===== config.mk =====
export PLATFORM = sky130hd
export DESIGN_NAME = sigma_delta_adc_arbiter
export DESIGN_NICKNAME = d
export VERILOG_FILES = /design/src/rtl/sigma_delta_pkg.sv /design/src/rtl/sigma_delta_adc_channel_slot.sv /design/src/rtl/sigma_delta_adc_arbiter.sv
export SDC_FILE = /design/constraint.sdc
export NUM_CORES = 1
export LEC_CHECK = 0
export BUFFER_PORTS_ARGS = -buffer_cell sky130_fd_sc_hd__buf_4
export CORE_MARGIN = 10
export CORE_UTILIZATION = 35
export DETAILED_ROUTE_END_ITERATION = 10
export GPL_ROUTABILITY_DRIVEN = 1
export HOLD_SLACK_MARGIN = 0.03
export PLACE_DENSITY = 0.52
export SYNTH_ARGS = -nofsm -noshare
export SYNTH_HDL_FRONTEND = slang
export SYNTH_SLANG_ARGS = --single-unit

===== constraint.sdc =====
create_clock -name clk -period 2.34 [get_ports clk]
set_clock_uncertainty 0.1 [all_clocks]
set_input_delay 0.351 -clock clk [delete_from_list [all_inputs] [get_ports clk]]
set_output_delay 0.351 -clock clk [all_outputs]
set_load 0.02 [all_outputs]

===== src/rtl/sigma_delta_pkg.sv =====
// Shared types and the round-robin helper for the sigma-delta ADC arbiter.
package sigma_delta_pkg;

   typedef enum logic [1:0] {
      CH_OFF,
      CH_SETTLE,
      CH_RUN
   } ch_state_t;

   localparam int MAX_CHANNELS = 16;

   // First set bit of mask strictly after ptr, wrapping modulo n; returns ptr when mask is empty.
   function automatic logic [3:0] rr_next(input logic [MAX_CHANNELS-1:0] mask,
                                          input logic [3:0]              ptr,
                                          input int                      n);
      int idx;
      rr_next = ptr;
      for (int k = MAX_CHANNELS; k >= 1; k--) begin
         idx = (int'(ptr) + k) % n;
         if (k <= n && mask[idx[3:0]]) rr_next = idx[3:0];
      end
   endfunction

endpackage


===== src/rtl/sigma_delta_adc_channel_slot.sv =====
// One ADC channel: enable/settle FSM, single-sample holding register and sticky overrun flag.
module sigma_delta_adc_channel_slot
   import sigma_delta_pkg::*;
#(
   parameter int ADC_BITLEN     = 24,
   parameter int SETTLE_SAMPLES = 2
) (
   input  logic                  clk,
   input  logic                  rst_n,
   input  logic                  i_enable,
   input  logic [ADC_BITLEN-1:0] i_adc_data,
   input  logic                  i_adc_valid,
   input  logic                  i_drain,
   input  logic                  i_overrun_clear,
   output logic                  o_adc_rst,
   output logic [ADC_BITLEN-1:0] o_data,
   output logic                  o_full,
   output logic                  o_overrun
);

   localparam int CNT_W = (SETTLE_SAMPLES > 0) ? $clog2(SETTLE_SAMPLES + 1) : 1;

   ch_state_t             r_state, w_state_nxt;
   logic [CNT_W-1:0]      r_cnt, w_cnt_nxt;
   logic [ADC_BITLEN-1:0] r_data;
   logic                  r_full;
   logic                  r_overrun;
   logic                  w_capture;

   // NOTE: sequential state uses non-blocking (<=) so every flop samples pre-edge values.
   always_ff @(posedge clk or negedge rst_n) begin
      if (!rst_n) begin
         r_state <= CH_OFF;
         r_cnt   <= '0;
      end else begin
         r_state <= w_state_nxt;
         r_cnt   <= w_cnt_nxt;
      end
   end

   // NOTE: defaults first, so every path assigns every output and no latch is inferred.
   always_comb begin
      w_state_nxt = r_state;
      w_cnt_nxt   = r_cnt;
      if (!i_enable) begin
         w_state_nxt = CH_OFF;
      end else begin
         case (r_state)
            CH_OFF: begin
               w_cnt_nxt   = CNT_W'(SETTLE_SAMPLES);
               w_state_nxt = (SETTLE_SAMPLES == 0) ? CH_RUN : CH_SETTLE;
            end
            CH_SETTLE: begin
               if (i_adc_valid) begin
                  w_cnt_nxt = r_cnt - CNT_W'(1);
                  if (r_cnt == CNT_W'(1)) w_state_nxt = CH_RUN;
               end
            end
            CH_RUN:  w_state_nxt = CH_RUN;
            default: w_state_nxt = CH_OFF;
         endcase
      end
   end

   assign w_capture = i_enable && (r_state == CH_RUN) && i_adc_valid;

   // A new sample wins over a drain in the same cycle; overrun only when nothing left.
   always_ff @(posedge clk or negedge rst_n) begin
      if (!rst_n) begin
         r_full    <= 1'b0;
         r_overrun <= 1'b0;
      end else begin
         if (!i_enable)      r_full <= 1'b0;
         else if (w_capture) r_full <= 1'b1;
         else if (i_drain)   r_full <= 1'b0;

         if (w_capture && r_full && !i_drain) r_overrun <= 1'b1;
         else if (i_overrun_clear)            r_overrun <= 1'b0;
      end
   end

   // NOTE: sample storage needs no reset; r_full qualifies it.
   always_ff @(posedge clk) begin
      if (w_capture) r_data <= i_adc_data;
   end

   assign o_adc_rst = (r_state == CH_OFF);
   assign o_data    = r_data;
   assign o_full    = r_full && i_enable;
   assign o_overrun = r_overrun;

endmodule


===== src/rtl/sigma_delta_adc_arbiter.sv =====
// Sequences a bank of sigma-delta ADCs and serializes their samples round-robin onto one stream.
module sigma_delta_adc_arbiter
   import sigma_delta_pkg::*;
#(
   parameter  int NUM_CHANNELS   = 4,
   parameter  int ADC_BITLEN     = 24,
   parameter  int SETTLE_SAMPLES = 2,
   localparam int CH_W           = $clog2(NUM_CHANNELS)
) (
   input  logic                             clk,
   input  logic                             rst_n,
   input  logic [NUM_CHANNELS-1:0]          ch_enable,
   output logic [NUM_CHANNELS-1:0]          adc_rst,
   input  logic [NUM_CHANNELS*ADC_BITLEN-1:0] adc_output,
   input  logic [NUM_CHANNELS-1:0]          adc_valid,
   output logic [ADC_BITLEN-1:0]            out_data,
   output logic [CH_W-1:0]                  out_channel,
   output logic                             out_valid,
   input  logic                             out_ready,
   output logic [NUM_CHANNELS-1:0]          overrun,
   input  logic                             overrun_clear
);

   logic [NUM_CHANNELS-1:0] w_full;
   logic [NUM_CHANNELS-1:0] w_drain;
   logic [ADC_BITLEN-1:0]   w_slot_data [NUM_CHANNELS];
   logic [CH_W-1:0]         w_grant_idx;
   logic                    w_load;
   logic                    w_any;

   logic [CH_W-1:0]         r_ptr;
   logic                    r_out_valid;
   logic [ADC_BITLEN-1:0]   r_out_data;
   logic [CH_W-1:0]         r_out_channel;

   for (genvar g = 0; g < NUM_CHANNELS; g++) begin : g_slot
      sigma_delta_adc_channel_slot #(
         .ADC_BITLEN     (ADC_BITLEN),
         .SETTLE_SAMPLES (SETTLE_SAMPLES)
      ) u_slot (
         .clk             (clk),
         .rst_n           (rst_n),
         .i_enable        (ch_enable[g]),
         .i_adc_data      (adc_output[g*ADC_BITLEN +: ADC_BITLEN]),
         .i_adc_valid     (adc_valid[g]),
         .i_drain         (w_drain[g]),
         .i_overrun_clear (overrun_clear),
         .o_adc_rst       (adc_rst[g]),
         .o_data          (w_slot_data[g]),
         .o_full          (w_full[g]),
         .o_overrun       (overrun[g])
      );
   end

   // The output register refills whenever it is empty or being consumed this cycle.
   assign w_load      = !r_out_valid || out_ready;
   assign w_any       = |w_full;
   assign w_grant_idx = CH_W'(rr_next(MAX_CHANNELS'(w_full), 4'(r_ptr), NUM_CHANNELS));

   always_comb begin
      w_drain = '0;
      if (w_load && w_any) w_drain[w_grant_idx] = 1'b1;
   end

   always_ff @(posedge clk or negedge rst_n) begin
      if (!rst_n) begin
         r_out_valid   <= 1'b0;
         r_out_data    <= '0;
         r_out_channel <= '0;
         r_ptr         <= CH_W'(NUM_CHANNELS - 1);
      end else if (w_load) begin
         r_out_valid <= w_any;
         if (w_any) begin
            r_out_data    <= w_slot_data[w_grant_idx];
            r_out_channel <= w_grant_idx;
            r_ptr         <= w_grant_idx;
         end
      end
   end

   assign out_valid   = r_out_valid;
   assign out_data    = r_out_data;
   assign out_channel = r_out_channel;

endmodule

==> flow_results.org, run 1 <==
** Power
- Peak ir drop on the vdd network :: roughly 0.67 mV
- Power density over the cells :: 1040 nW/µm²
- For this design the static power due to leakage is 3.81 nW.

** Timing
- Setup violations remaining at the end of the flow were counted as 0.
- In the finished design, the share of the clock period the worst path needs comes to roughly 87%.
- Setup repair after global routing left no endpoint under its margin.
- Based on the critical path, the design can be clocked at up to 492 MHz.
- Relative slew margins :: 50.3%
- Count of pins over their slew limit :: 0
- For the finished layout, the period the worst path requires is 2.03 ns.
- PnR worst setup slack :: 0.307 ns
- Adding up every negative setup slack in the final design gives 0 ns.
- Worst slew pin tran :: 0.745 ns
- Final-report hold violation count :: 0

** Global routing
- Congestion Overflow GR :: 0
- M3 GR Usage :: 4.97%
- The number of global-route vias before repair is 4,994.
- For this run, the total global-route usage over all layers was measured as roughly 15%.
- In this run the most used layer during global routing was met2.
- In the global route stage, met2 resource usage came out at approximately a quarter.
- Entering global routing, the biggest net connects 54 pins.
- The first global-routing pass estimated 27,500 µm of wire.
- Antenna violations before repair :: 0
- Met1 track demand over resource in global routing :: roughly 18%

** Worst setup path
- Reg-to-reg setup timing slack :: 0.31 ns
- Required time of the critical path :: approximately 2.5 ns
- Following the worst setup path forward leads to its endpoint at g_slot[0].u_slot.o_overrun.
- Cells traversed along the worst timing path :: nand2_1 > o32ai_1 > a21oi_4 > buf_4 > o311ai_1 > o2bb2ai_1
- Worst reg2reg startpoint :: g_slot[1].u_slot.r_full
- STA classifies the critical path startpoint as a flip-flop.
- Kind of end point of the critical path :: flip-flop
- The critical path in this run is classified as flip-flop to flip-flop.
- Along the worst path, the maximum fanout reaches 8.
- Slowest cell on crit path :: sky130_fd_sc_hd__dfrtp_1
- Critical Path Source :: g_slot[1].u_slot.r_full
- Crit path largest cell delay :: approximately 0.45 ns
- Depth of the critical timing path with buffers and inverters included :: 6
- Counting both buffers and inverters, the worst setup path holds a total of 1.
- For the worst setup path, the data arrival time is roughly 2.2 ns.
- Crit-path leading delay family :: compound AO/OA/AOI/OAI gates
- Worst reg2reg path depth :: 6
- R2r endpoint :: g_slot[0].u_slot.o_overrun

** Synth
- Synthesis inferred 149 register bits.
- The cell area that synthesis handed to floorplanning was 6300 µm².
- Number of distinct library cells after synthesis :: 47
- After synthesis, the mean cell area works out to around 15 µm².
- Synth area leader :: sky130_fd_sc_hd__edfxtp_1
- Synthesis produced a netlist with a net count of 562.
- The share of the Yosys chip area taken by registers is between 60% and 70%.
- Ys Warns :: 0
- By area the synthesized netlist is led by sky130_fd_sc_hd__edfxtp_1 46%, sky130_fd_sc_hd__dfrtp_1 20%, sky130_fd_sc_hd__mux2i_1 6.7%.
- The cell count after synthesis came out at 434.
- Fraction of synthesized cell area taken by the top area cell type :: 45.8%

** Route
- Total via count after detailed routing :: approximately 4,500
- After the first detailed-routing iteration, the DRC count stood at about 260.
- Routed vias/inst :: just under 5
- DRC violation count after routing :: 0
- Pre-antenna DRT Iters :: 5
- In the final routed layout, each cell accounts on average for 18.9 µm.
- Antenna-violating nets left :: 0
- Final wirelength :: 17,400 µm

** Hold path
- The worst hold path belongs to the class input pin to flip-flop.

** Clock tree
- Clock-pin slew was measured on the worst setup and hold paths at 0.06 ns.
- Counting the buffers created by CTS gives 17.
- Root buffer cell :: sky130_fd_sc_hd__clkbuf_16
- Counting along the longest clock path gives a buffer depth of 2.
- H-tree Lvls :: 4
- Clock latency on the worst-skew pair, taken at its later pin, is 0.42 ns.
- TritonCTS built the clock tree.
- CTS saw 149 sinks.

** Status
- Outcome :: complete, no violations

** Placed design
- The placed instances occupy a cell area of 7670 µm².
- Detailed placement finished with a half-perimeter wire length of 11,600 µm.
- After detailed placement, the design holds a cell count of 793.
- At the placement stage, the worst setup path has a slack of 0.273 ns.
- Routability-driven placement finished with a final weighted congestion of about 0.8.
- The count of buffers added on input and output ports is 142.

** Cells and area
- Fill cells in the final layout number approximately 1,500.
- Cell area after layout :: 9240 µm²
- Layout cells sized above 1 :: 30.2%
- From synthesis to final layout, the design area changed by 46.7%.
- Layout Cells excl Fill :: 922
- The number of antenna diodes in the final layout is 0.
- For this run, the post-layout net count is ~810.

** Floorplan
- IO Count :: 143
- Core outline area :: 17,800 µm²
- From left edge to right edge, the die measures 154 µm.
- Die extent in y :: ~150 µm
- The floorplan step defined a die boundary enclosing 23,800 µm².
- The floorplan has 49 rows.
- Initial cell density of the core :: 35.3%

** Flow run
- The tool flagged a number of max-cap violations equal to 0.
registers in the layout (all words and copies together), names as in the netlist:
name	cells
g_slot.u_slot.o_data	96
g_slot.u_slot.o_overrun	4
g_slot.u_slot.r_cnt	8
g_slot.u_slot.r_full	4
g_slot.u_slot.r_state	8
out_channel	2
out_data	24
out_valid	1
r_ptr	2
placed cells by master (no fill, tap or decap), types with 17 or more instances in the layout:
cell type	synthesis	layout
sky130_fd_sc_hd__inv_1	17	17
sky130_fd_sc_hd__ha_1	20	20
sky130_fd_sc_hd__dlygate4sd3_1	0	97
sky130_fd_sc_hd__nand2_1	22	22
sky130_fd_sc_hd__o22ai_1	22	22
sky130_fd_sc_hd__o21ai_0	23	23
sky130_fd_sc_hd__buf_4	9	152
sky130_fd_sc_hd__nor2_1	26	26
sky130_fd_sc_hd__edfxtp_1	96	96
sky130_fd_sc_hd__dfrtp_1	51	51
sky130_fd_sc_hd__mux2i_1	42	42
sky130_fd_sc_hd__clkbuf_16	0	17
stage by stage:
stage               utilization (%)  hold WS (ns)  total power [mW]
floorplan                         -       -0.0446              5.67
global placement               43.0         0.356              6.73
detailed placement             43.0         0.367              6.85
CTS                            51.8        0.0941              9.75
global route                   51.8         0.101              10.2
finish                         51.8         0.116              9.63
cell families (layout without fill, tap and decap cells):
| group | after synthesis | in the layout | share of synthesized area (%) |
|---|---|---|---|
| buffers and inverters | 43 | 302 | 3.61 |
| multiplexers | 42 | 42 | 6.67 |
| AND/OR/NAND/NOR | 75 | 75 | 5.70 |
| flip-flops | 149 | 149 | 66.9 |
| AO/OA/AOI/OAI | 105 | 105 | 13.2 |
| adder cells (fa/ha/maj) | 20 | 20 | 3.97 |
area by class of cell:
type	instances	area, µm²	share of cell area, %
Multi-Input combinational cell	242	1890	20.4
Clock buffer	19	453	4.90
Sequential cell	149	4210	45.6
Tap cell	229	287	3.10
Clock inverter	13	148	1.60
Timing Repair Buffer	253	2190	23.7
Inverter	17	63.8	0.690
cells in the mapped netlist, drive strengths merged:
master / instances
edfxtp: 96
o211ai: 1
ha: 20
and3: 5
o21a: 3
nand4b: 1
o21ai: 25
o221ai: 7
a221oi: 18
o22ai: 22
a2bb2oi: 1
a21boi: 5
buf: 20
nand2b: 4
nand3b: 1
o32ai: 1
dfstp: 2
a21bo: 1
nand3: 4
inv: 17
a21oi: 5
dfrtp: 51
o21bai: 1
nor2: 26
nand4: 2
and2: 1
a22o: 3
mux2i: 42
a31o: 1
o2111ai: 1
nand2: 22
clkbuf: 6
o311ai: 1
a32o: 2
nor3b: 1
o2bb2ai: 3
a22oi: 3
o31a: 1
nor2b: 8
layer usage:
layer / up-vias / routed length [µm]
li1: 2146 / -
met2: 136 / 8460
met4: 0 / 278
met5: - / 0
met1: 2232 / 7670
met3: 22 / 1010
how the worst min path moves through the flow:
stage                             from                          to  slack [ns]  depth (start not counted)
after CTS                 adc_valid[2]  g_slot[2].u_slot.o_overrun        0.09                          3
after detailed placement         rst_n   g_slot[2].u_slot.r_cnt[0]        0.37                          1
final                     adc_valid[2]  g_slot[2].u_slot.o_overrun        0.12                          3
after global routing      adc_valid[2]  g_slot[2].u_slot.o_overrun        0.10                          3
after global placement           rst_n   g_slot[2].u_slot.r_cnt[0]        0.36                          1
after floorplan                  rst_n  g_slot[0].u_slot.o_overrun       -0.04                          0
worst reg2reg max path: stages (launching register included):
cell and delay [ns]:
sky130_fd_sc_hd__dfrtp_1 0.45, sky130_fd_sc_hd__nand2_1 0.15, sky130_fd_sc_hd__o32ai_1 0.46, sky130_fd_sc_hd__a21oi_4 0.07
sky130_fd_sc_hd__buf_4 0.20, sky130_fd_sc_hd__o311ai_1 0.37, sky130_fd_sc_hd__o2bb2ai_1 0.12
power by group:
group / switching [mW] / total [mW] / internal, mW
sequential: 0.315 / 3.59 / 3.27
combinational: 1.80 / 3.29 / 1.49
clock: 1.11 / 2.75 / 1.64
what timing repair did:
action	CTS	global route
hold buffers	97	0
hold endpoints to repair	147	0
gates resized for setup	0	0
setup buffers	0	0
(Power assumes the default switching activity.)
==> inputs of run 2 (changes only) <==
--- a/config.mk
+++ b/config.mk
@@ -6,7 +6,7 @@
 export NUM_CORES = 1
 export LEC_CHECK = 0
 export BUFFER_PORTS_ARGS = -buffer_cell sky130_fd_sc_hd__buf_4
-export CORE_MARGIN = 10
+export CORE_MARGIN = 1
 export CORE_UTILIZATION = 35
 export DETAILED_ROUTE_END_ITERATION = 10
 export GPL_ROUTABILITY_DRIVEN = 1
==> flow_results.org, run 2 (synthesized netlist as in run 1, its figures left out) <==
** Timing
- Setup repair after global routing left no endpoint under its margin.
- # setup viols final :: 0 (unchanged)
- The clock period minus worst slack was 2.05 ns (+0.0163 ns).
- Maximum achievable frequency :: 488 MHz (-0.80%)
- The number of hold violations in the final report is 0 (unchanged).
- The share of the clock period used by the worst path was 87.6% (+0.70 points).
- The number of max-slew violations in the final report is 0 (unchanged).
- The transition time of the tightest slew-check pin was 0.736 ns (-0.00890 ns).
- Aggregate negative setup slack :: 0 ns (unchanged)
- PnR worst setup slack :: 0.291 ns (-0.0163 ns)
- Relative slew margins :: 50.9% (+0.59 points)

** Cells and area
- The share of the core filled with cells in the final layout is 53.4% (+1.6 points).
- Diodes inserted :: 0 (unchanged)
- The fraction of layout instances using a drive strength above 1 was 30.7% (+0.59 points).
- P&R area growth vs syn :: 47.5%
- The post-layout net count was 811 (+0.37%).
- The final instance area is 9290 µm² (+0.56%).
- Commonest non-fill, non-tap cells in the layout :: 155 x sky130_fd_sc_hd__buf_4, 97 x sky130_fd_sc_hd__dlygate4sd3_1, 96 x sky130_fd_sc_hd__edfxtp_1, 51 x sky130_fd_sc_hd__dfrtp_1, 42 x sky130_fd_sc_hd__mux2i_1
- Layout fillers :: 1,472 (+0.68%)
- Flip-flop count of the largest register after layout :: 96 (unchanged)
- Most common library cell in the layout ignoring fill and taps :: sky130_fd_sc_hd__buf_4

** Placed design
- The worst slack at placement is 0.219 ns (-0.0536 ns).
- The final HPWL from detailed placement came to 10,600 µm (-8.4%).
- The global placement routability congestion is 0.786 (-3.9%).
- The quantity of I/O buffers inserted on ports came to 142 (unchanged).
- Post-DP Area :: 7690 µm² (+0.29%)

** Worst setup path
- The largest incremental delay on the critical path came to 0.45 ns (about the same).
- Slowest cell on crit path :: sky130_fd_sc_hd__dfrtp_1
- The worst endpoint required time came to 2.54 ns (about the same).
- The worst setup path is launched from a flip-flop.
- The arrival time at the worst endpoint came to 2.25 ns (+0.02 ns).
- By startpoint and endpoint, the worst setup path is classified as flip-flop to flip-flop.
- Worst reg2reg path depth :: 6 (unchanged)
- Kind of end point of the critical path :: flip-flop
- Worst reg2reg startpoint :: g_slot[1].u_slot.r_full
- Reg-to-reg setup timing slack :: 0.29 ns (-0.02 ns)
- Maximum fanout encountered on the critical timing path :: 9 (+1)
- R2r endpoint :: out_data[11]
- Cells traversed along the worst timing path :: a22o_1 > a32o_1 > a21oi_4 > buf_4 > mux2i_1 > o22ai_1

** Hold path
- Endpoint of the worst hold path :: g_slot[2].u_slot.o_overrun
- Critical hold path startpoint :: adc_valid[2]
- The worst hold path stage count is 3 (unchanged).
- Class of the tightest hold or removal check :: input pin to flip-flop

** Power
- Peak ir drop on the vdd network :: 0.636 mV (-4.4%)
- The total power is 9.80 mW (+1.8%).
- Sw Pwr :: 3.24 mW (+0.42%)
- Combinational share of power :: 33.6% (-0.6 points)
- The clock share of power is 29.9% (+1.3 points).
- Power density over the cells :: 1050 nW/µm² (+1.2%)
- Cell internal pwr :: 6.56 mW (+2.5%)
- Switching portion of total power :: 33.1% (-0.45 points)
- Sequential power share :: 36.5% (-0.8 points)
- Static power due to leakage :: 3.83 nW (+0.67%)

** Global routing
- Number of global-route vias before repair :: 4,604 (-7.8%)
- The total track usage came to 18.7% (+4.0 points).
- Global-route wire length before repair :: 25,200 µm (-8.2%)
- Congestion Overflow GR :: 0 (unchanged)
- The number of antenna violations at the first check in global routing is 0 (unchanged).
- Largest net degree at the start of global routing :: 54 (unchanged)

** Floorplan
- The placeable core region came to 17,400 µm² (-2.4%).
- Row count :: 48 (-2.0%)
- Die extent in y :: 136 µm (-12%)
- The floorplan die area is 18,500 µm² (-22%).
- The x dimension of the die was 136 µm (-12%).
- The number of ports placed on the die boundary is 143 (unchanged).
- The initial standard-cell utilization of the core was 36.2% (+0.86 points).

** Clock tree
- Post-CTS Resized :: 0 (unchanged)
- In this run the clock root is driven by a sky130_fd_sc_hd__clkbuf_16.
- Clock slew at reported path FFs :: 0.06 ns (about the same)
- CTS Buffer Depth :: 2 (unchanged)
- The buffers inserted during post-CTS setup optimization came to 0 (unchanged).
- Number of buffers inserted during clock tree synthesis :: 17 (unchanged)
- TritonCTS built the clock tree.
- The clock latency of the later-clocked register in the worst-skew pair was 0.42 ns (about the same).
- The number of levels the H-tree was split into was 4 (unchanged).
- The number of sinks handled by clock tree synthesis is 149 (unchanged).
- Hold-fix buffers at CTS :: 97 (unchanged)

** Route
- DRC violation count after routing :: 0 (unchanged)
- The first-iteration detailed-routing DRC count was 207 (-21%).
- The number of antenna-violating nets in the routed design was 0 (unchanged).
- Routed vias/inst :: 4.80 (-2.4%)
- The first-pass detailed-route iteration total came to 4 (-1).
- The detailed-route via count is 4,424 (-2.5%).
- Final wirelength :: 16,200 µm (-7.1%)
- The average wire length per cell after detail routing is 17.6 µm (-7.0%).

** Flow run
- Max capacitance violation total :: 0 (unchanged)

** Status
- Outcome :: complete, no violations
==> run 2: final cells by class <==
cell class,count,area (µm²),share of cell area (%)
flip-flops and latches,149,4210,45.3
repair buffers,256,2210,23.8
multi-input cells,242,1890,20.4
clock buffers,19,433,4.66
well taps,225,282,3.03
inverters,17,63.8,0.687
clock inverters,13,196,2.11
==> run 2: metrics by stage <==
stage	std cells	hold WS (ns)
floorplan	434	-0.0446
global placement	792	0.367
detailed placement	792	0.371
CTS	921	0.0879
global route	921	0.114
finish	921	0.107
==> run 2: worst max-delay path, delay by kind of cell, from the launching register on <==
| family | cells | cell delay (ns) |
|---|---|---|
| DFF | 1 | 0.45 |
| muxes | 1 | 0.21 |
| buffers and inverters | 1 | 0.27 |
| AOI/OAI and AO/OA | 4 | 0.88 |
==> run 2: power groups by stage <==
stage          combinational (mW)  clock, mW  sequential (mW)
2_1_floorplan                1.97          0             3.69
3_3_place_gp                 3.10          0             3.61
3_5_place_dp                 3.20          0             3.63
4_1_cts                      3.33       3.00             3.58
5_1_grt                      3.63       3.11             3.63
6_report                     3.29       2.93             3.58
==> run 2: routing by layer <==
layer | GRT usage (%) | wire length [µm] | vias up
met5 | 0 | 0 | -
met4 | 5.37 | 140 | 0
met3 | 5.44 | 950 | 16
met2 | 29.0 | 7620 | 130
met1 | 25.3 | 7480 | 2128
li1 | - | - | 2150
==> run 2: how the worst max path moves through the flow <==
stage / cells after the start / endpoint / slack, ns / from
after floorplan: 6 / out_data[13] / 0.42 / r_ptr[0]
after global placement: 7 / out_data[15] / 0.27 / ch_enable[1]
after detailed placement: 7 / out_data[11] / 0.22 / ch_enable[1]
after CTS: 6 / out_data[11] / 0.29 / g_slot[1].u_slot.r_full
after global routing: 6 / out_data[11] / 0.18 / g_slot[3].u_slot.r_full
final: 6 / out_data[11] / 0.29 / g_slot[1].u_slot.r_full
==> inputs of run 3 (changes only) <==
--- a/config.mk
+++ b/config.mk
@@ -6,6 +6,7 @@
 export NUM_CORES = 1
 export LEC_CHECK = 0
 export BUFFER_PORTS_ARGS = -buffer_cell sky130_fd_sc_hd__buf_4
+export CORE_ASPECT_RATIO = 2
 export CORE_MARGIN = 1
 export CORE_UTILIZATION = 35
 export DETAILED_ROUTE_END_ITERATION = 10
==> flow_results.org, run 3 (synthesized netlist as in run 1, its figures left out) <==
** Clock tree
- The number of hold buffers added after cts came to 97 (unchanged).
- CTS Buffer Depth :: 2 (unchanged)
- The buffers inserted during post-CTS setup optimization is 0 (unchanged).
- The number of levels the H-tree was split into was 4 (unchanged).
- Clock tree from TritonCTS :: built
- CTS sink count :: 149 (unchanged)
- The clock latency of the later-clocked register in the worst-skew pair came to 0.41 ns (about the same).
- In this run the clock root is driven by a sky130_fd_sc_hd__clkbuf_16.
- Clock slew at reported path FFs :: 0.07 ns (about the same)
- The clock buffer count from CTS came to 17 (unchanged).
- The post-cts sizing count came to 0 (unchanged).

** Power
- Total power after layout :: 9.55 mW (-2.6%)
- Power density over the cells :: 1040 nW/µm² (-1.8%)
- The highest ir drop seen on vdd came to 0.692 mV (+8.8%).
- The standby leakage power came to 3.83 nW (about the same).

** Placed design
- HPWL after DPL :: 11,300 µm (+6.8%)
- The quantity of I/O buffers inserted on ports came to 142 (unchanged).
- Placed cell count :: 781 (-1.4%)
- Final weighted congestion in routability-driven placement :: 0.809 (+2.9%)

** Cells and area
- The area used by sequential logic in the layout came to 4210 µm² (unchanged).
- The post-layout net count was 812 (+0.12%).
- Leaving out fill and tap cells, the most frequent cell in the layout is sky130_fd_sc_hd__buf_4.
- Layout cells sized above 1 :: 30.6% (-0.19 points)
- The antenna cell count is 0 (unchanged).
- The non-filler instance count after layout is 910 (-1.2%).
- Flip-flop count of the largest register after layout :: 96 (unchanged)
- The number of inserted filler cells in the final layout is 1,470 (-0.14%).
- From synthesis to final layout, the design area changed by 46.4%.
- The top cell types in the final layout, fill and taps aside, are 157 x sky130_fd_sc_hd__buf_4, 97 x sky130_fd_sc_hd__dlygate4sd3_1, 96 x sky130_fd_sc_hd__edfxtp_1, 51 x sky130_fd_sc_hd__dfrtp_1, 42 x sky130_fd_sc_hd__mux2i_1.
- The multi-input gate area in the final layout came to 1890 µm² (-0.26%).

** Hold path
- In this run the worst hold path is classified as input pin to flip-flop.
- The worst hold path stage count was 3 (unchanged).

** Global routing
- Largest net degree at the start of global routing :: 54 (unchanged)
- The number of global-route vias before repair was 4,978 (+8.1%).
- The residual overflow from global routing was 0 (unchanged).
- Antenna violations before repair :: 0 (unchanged)
- The wire length of the first global-routing pass is 25,900 µm (+2.9%).
- Combined global-route utilization of all metal layers :: 18.6% (-0.074 points)

** Worst setup path
- Crit-path leading delay family :: compound AO/OA/AOI/OAI gates
- The worst endpoint required time was 2.53 ns (about the same).
- Kind of end point of the critical path :: flip-flop
- Depth of the critical timing path with buffers and inverters included :: 6 (unchanged)
- Bufs and invs on worst path :: 1 (unchanged)
- The register-to-register path setup slack is 0.31 ns (+0.02 ns).
- Slowest cell on crit path :: sky130_fd_sc_hd__dfrtp_1
- The depth of the worst register-to-register path is 6 (unchanged).
- STA classifies the critical path startpoint as a flip-flop.
- The largest incremental delay on the critical path came to 0.47 ns (+0.02 ns).
- The maximum fanout along the worst path was 7 (-2).
- The critical path goes through a22o_1 > a32o_1 > a21oi_4 > buf_4 > mux2i_1 > o22ai_1.
- CP Class :: flip-flop to flip-flop
- Worst path arrival time :: 2.22 ns (-0.03 ns)

** Timing
- Maximum achievable frequency :: 492 MHz (+0.83%)
- The worst relative slew slack came to 48.4% (-2.5 points).
- Unrepaired setup endpoints after global routing :: no
- Count of pins over their slew limit :: 0 (unchanged)
- Final worst path period share :: 86.8% (-0.72 points)
- Period minus WS final :: 2.03 ns (-0.0169 ns)
- Aggregate negative setup slack :: 0 ns (unchanged)
- # setup viols final :: 0 (unchanged)
- The transition time of the tightest slew-check pin was 0.774 ns (+0.0377 ns).
- Final-report hold violation count :: 0 (unchanged)

** Route
- The first-iteration detailed-routing DRC count was 194 (-6.3%).
- The average wire length per cell after detail routing came to 18.6 µm (+5.7%).
- The first-pass detailed-route iteration total came to 4 (unchanged).
- Antenna-violating nets left :: 0 (unchanged)
- The remaining routing DRC violations came to 0 (unchanged).
- Final wirelength :: 16,900 µm (+4.5%)
- The average vias per placed instance is 5.03 (+4.6%).
- Total via count after detailed routing :: 4,574 (+3.4%)

** Floorplan
- The initial standard-cell utilization of the core is 35.6% (-0.58 points).
- Width of the die :: 96.9 µm (-29%)
- Core outline area :: 17,700 µm² (+1.6%)
- IO Count :: 143 (unchanged)
- Area of the die :: 18,600 µm² (+0.17%)
- The die span in y is 192 µm (+41%).
- The cell row count came to 69 (+44%).

** Flow run
- The count of maximum capacitance violations is 0 (unchanged).

** Status
- Outcome :: complete, no violations
run 3: changes by cell type in the layout (fill, tap and decap cells not counted), moves of 2 or more:
cell	before	now
sky130_fd_sc_hd__buf_4	155	157
sky130_fd_sc_hd__bufinv_16	4	0
sky130_fd_sc_hd__and3_1	1	5
sky130_fd_sc_hd__and3_2	4	0
sky130_fd_sc_hd__clkbuf_16	17	19
sky130_fd_sc_hd__inv_4	0	2
sky130_fd_sc_hd__clkbuf_1	2	0
run 3: where the power goes:
group / internal [mW] / switching (mW)
Clock: 1.51 / 1.13
Combinational: 1.51 / 1.81
Sequential: 3.27 / 0.313
Total: 6.30 / 3.25
run 3: final cells by class:
cell class / count / share of cell area [%]
Clock buffer: 19 / 5.16
Tap cell: 213 / 2.89
Multi-Input combinational cell: 242 / 20.5
Sequential cell: 149 / 45.7
Clock inverter: 13 / 1.15
Inverter: 17 / 0.692
Timing Repair Buffer: 257 / 24.0
run 3: final timing paths:
kind / from / endpoint
setup / recovery: g_slot[0].u_slot.r_full / out_data[0]
hold / removal: adc_valid[2] / g_slot[2].u_slot.o_overrun
setup reg to reg: g_slot[0].u_slot.r_full / out_data[0]
hold reg to reg: out_channel[1] / out_channel[1]
max in group asynchronous: rst_n / out_data[21]
min in group asynchronous: rst_n / out_data[11]
run 3: metal layers:
| metal | vias to the layer above | GRT usage, % | routed length, µm |
|---|---|---|---|
| li1 | 2150 | - | - |
| met1 | 2267 | 18.5 | 6060 |
| met2 | 128 | 36.4 | 9750 |
| met4 | 0 | 9.82 | 622 |
| met3 | 29 | 2.87 | 477 |
| met5 | - | 0 | 0 |
run 3: worst min-delay path: cells and delay by family:
| kind | cells | cell delay, ns |
|---|---|---|
| buffers and inverters | 1 | 0.13 |
| and+or+nand+nor | 1 | 0.07 |
| AOI/OAI and AO/OA | 1 | 0.06 |
run 3: stage by stage:
step	area [µm²]	hold WS (ns)	worst slack (ns)	utilization, %
after CTS	9220	0.102	0.272	52.1
final	9220	0.129	0.308	52.1
after detailed placement	7670	0.369	0.216	43.3
after global placement	7670	0.365	0.261	43.3
after global routing	9220	0.122	0.165	52.1
after floorplan	6300	-0.0446	0.425	-
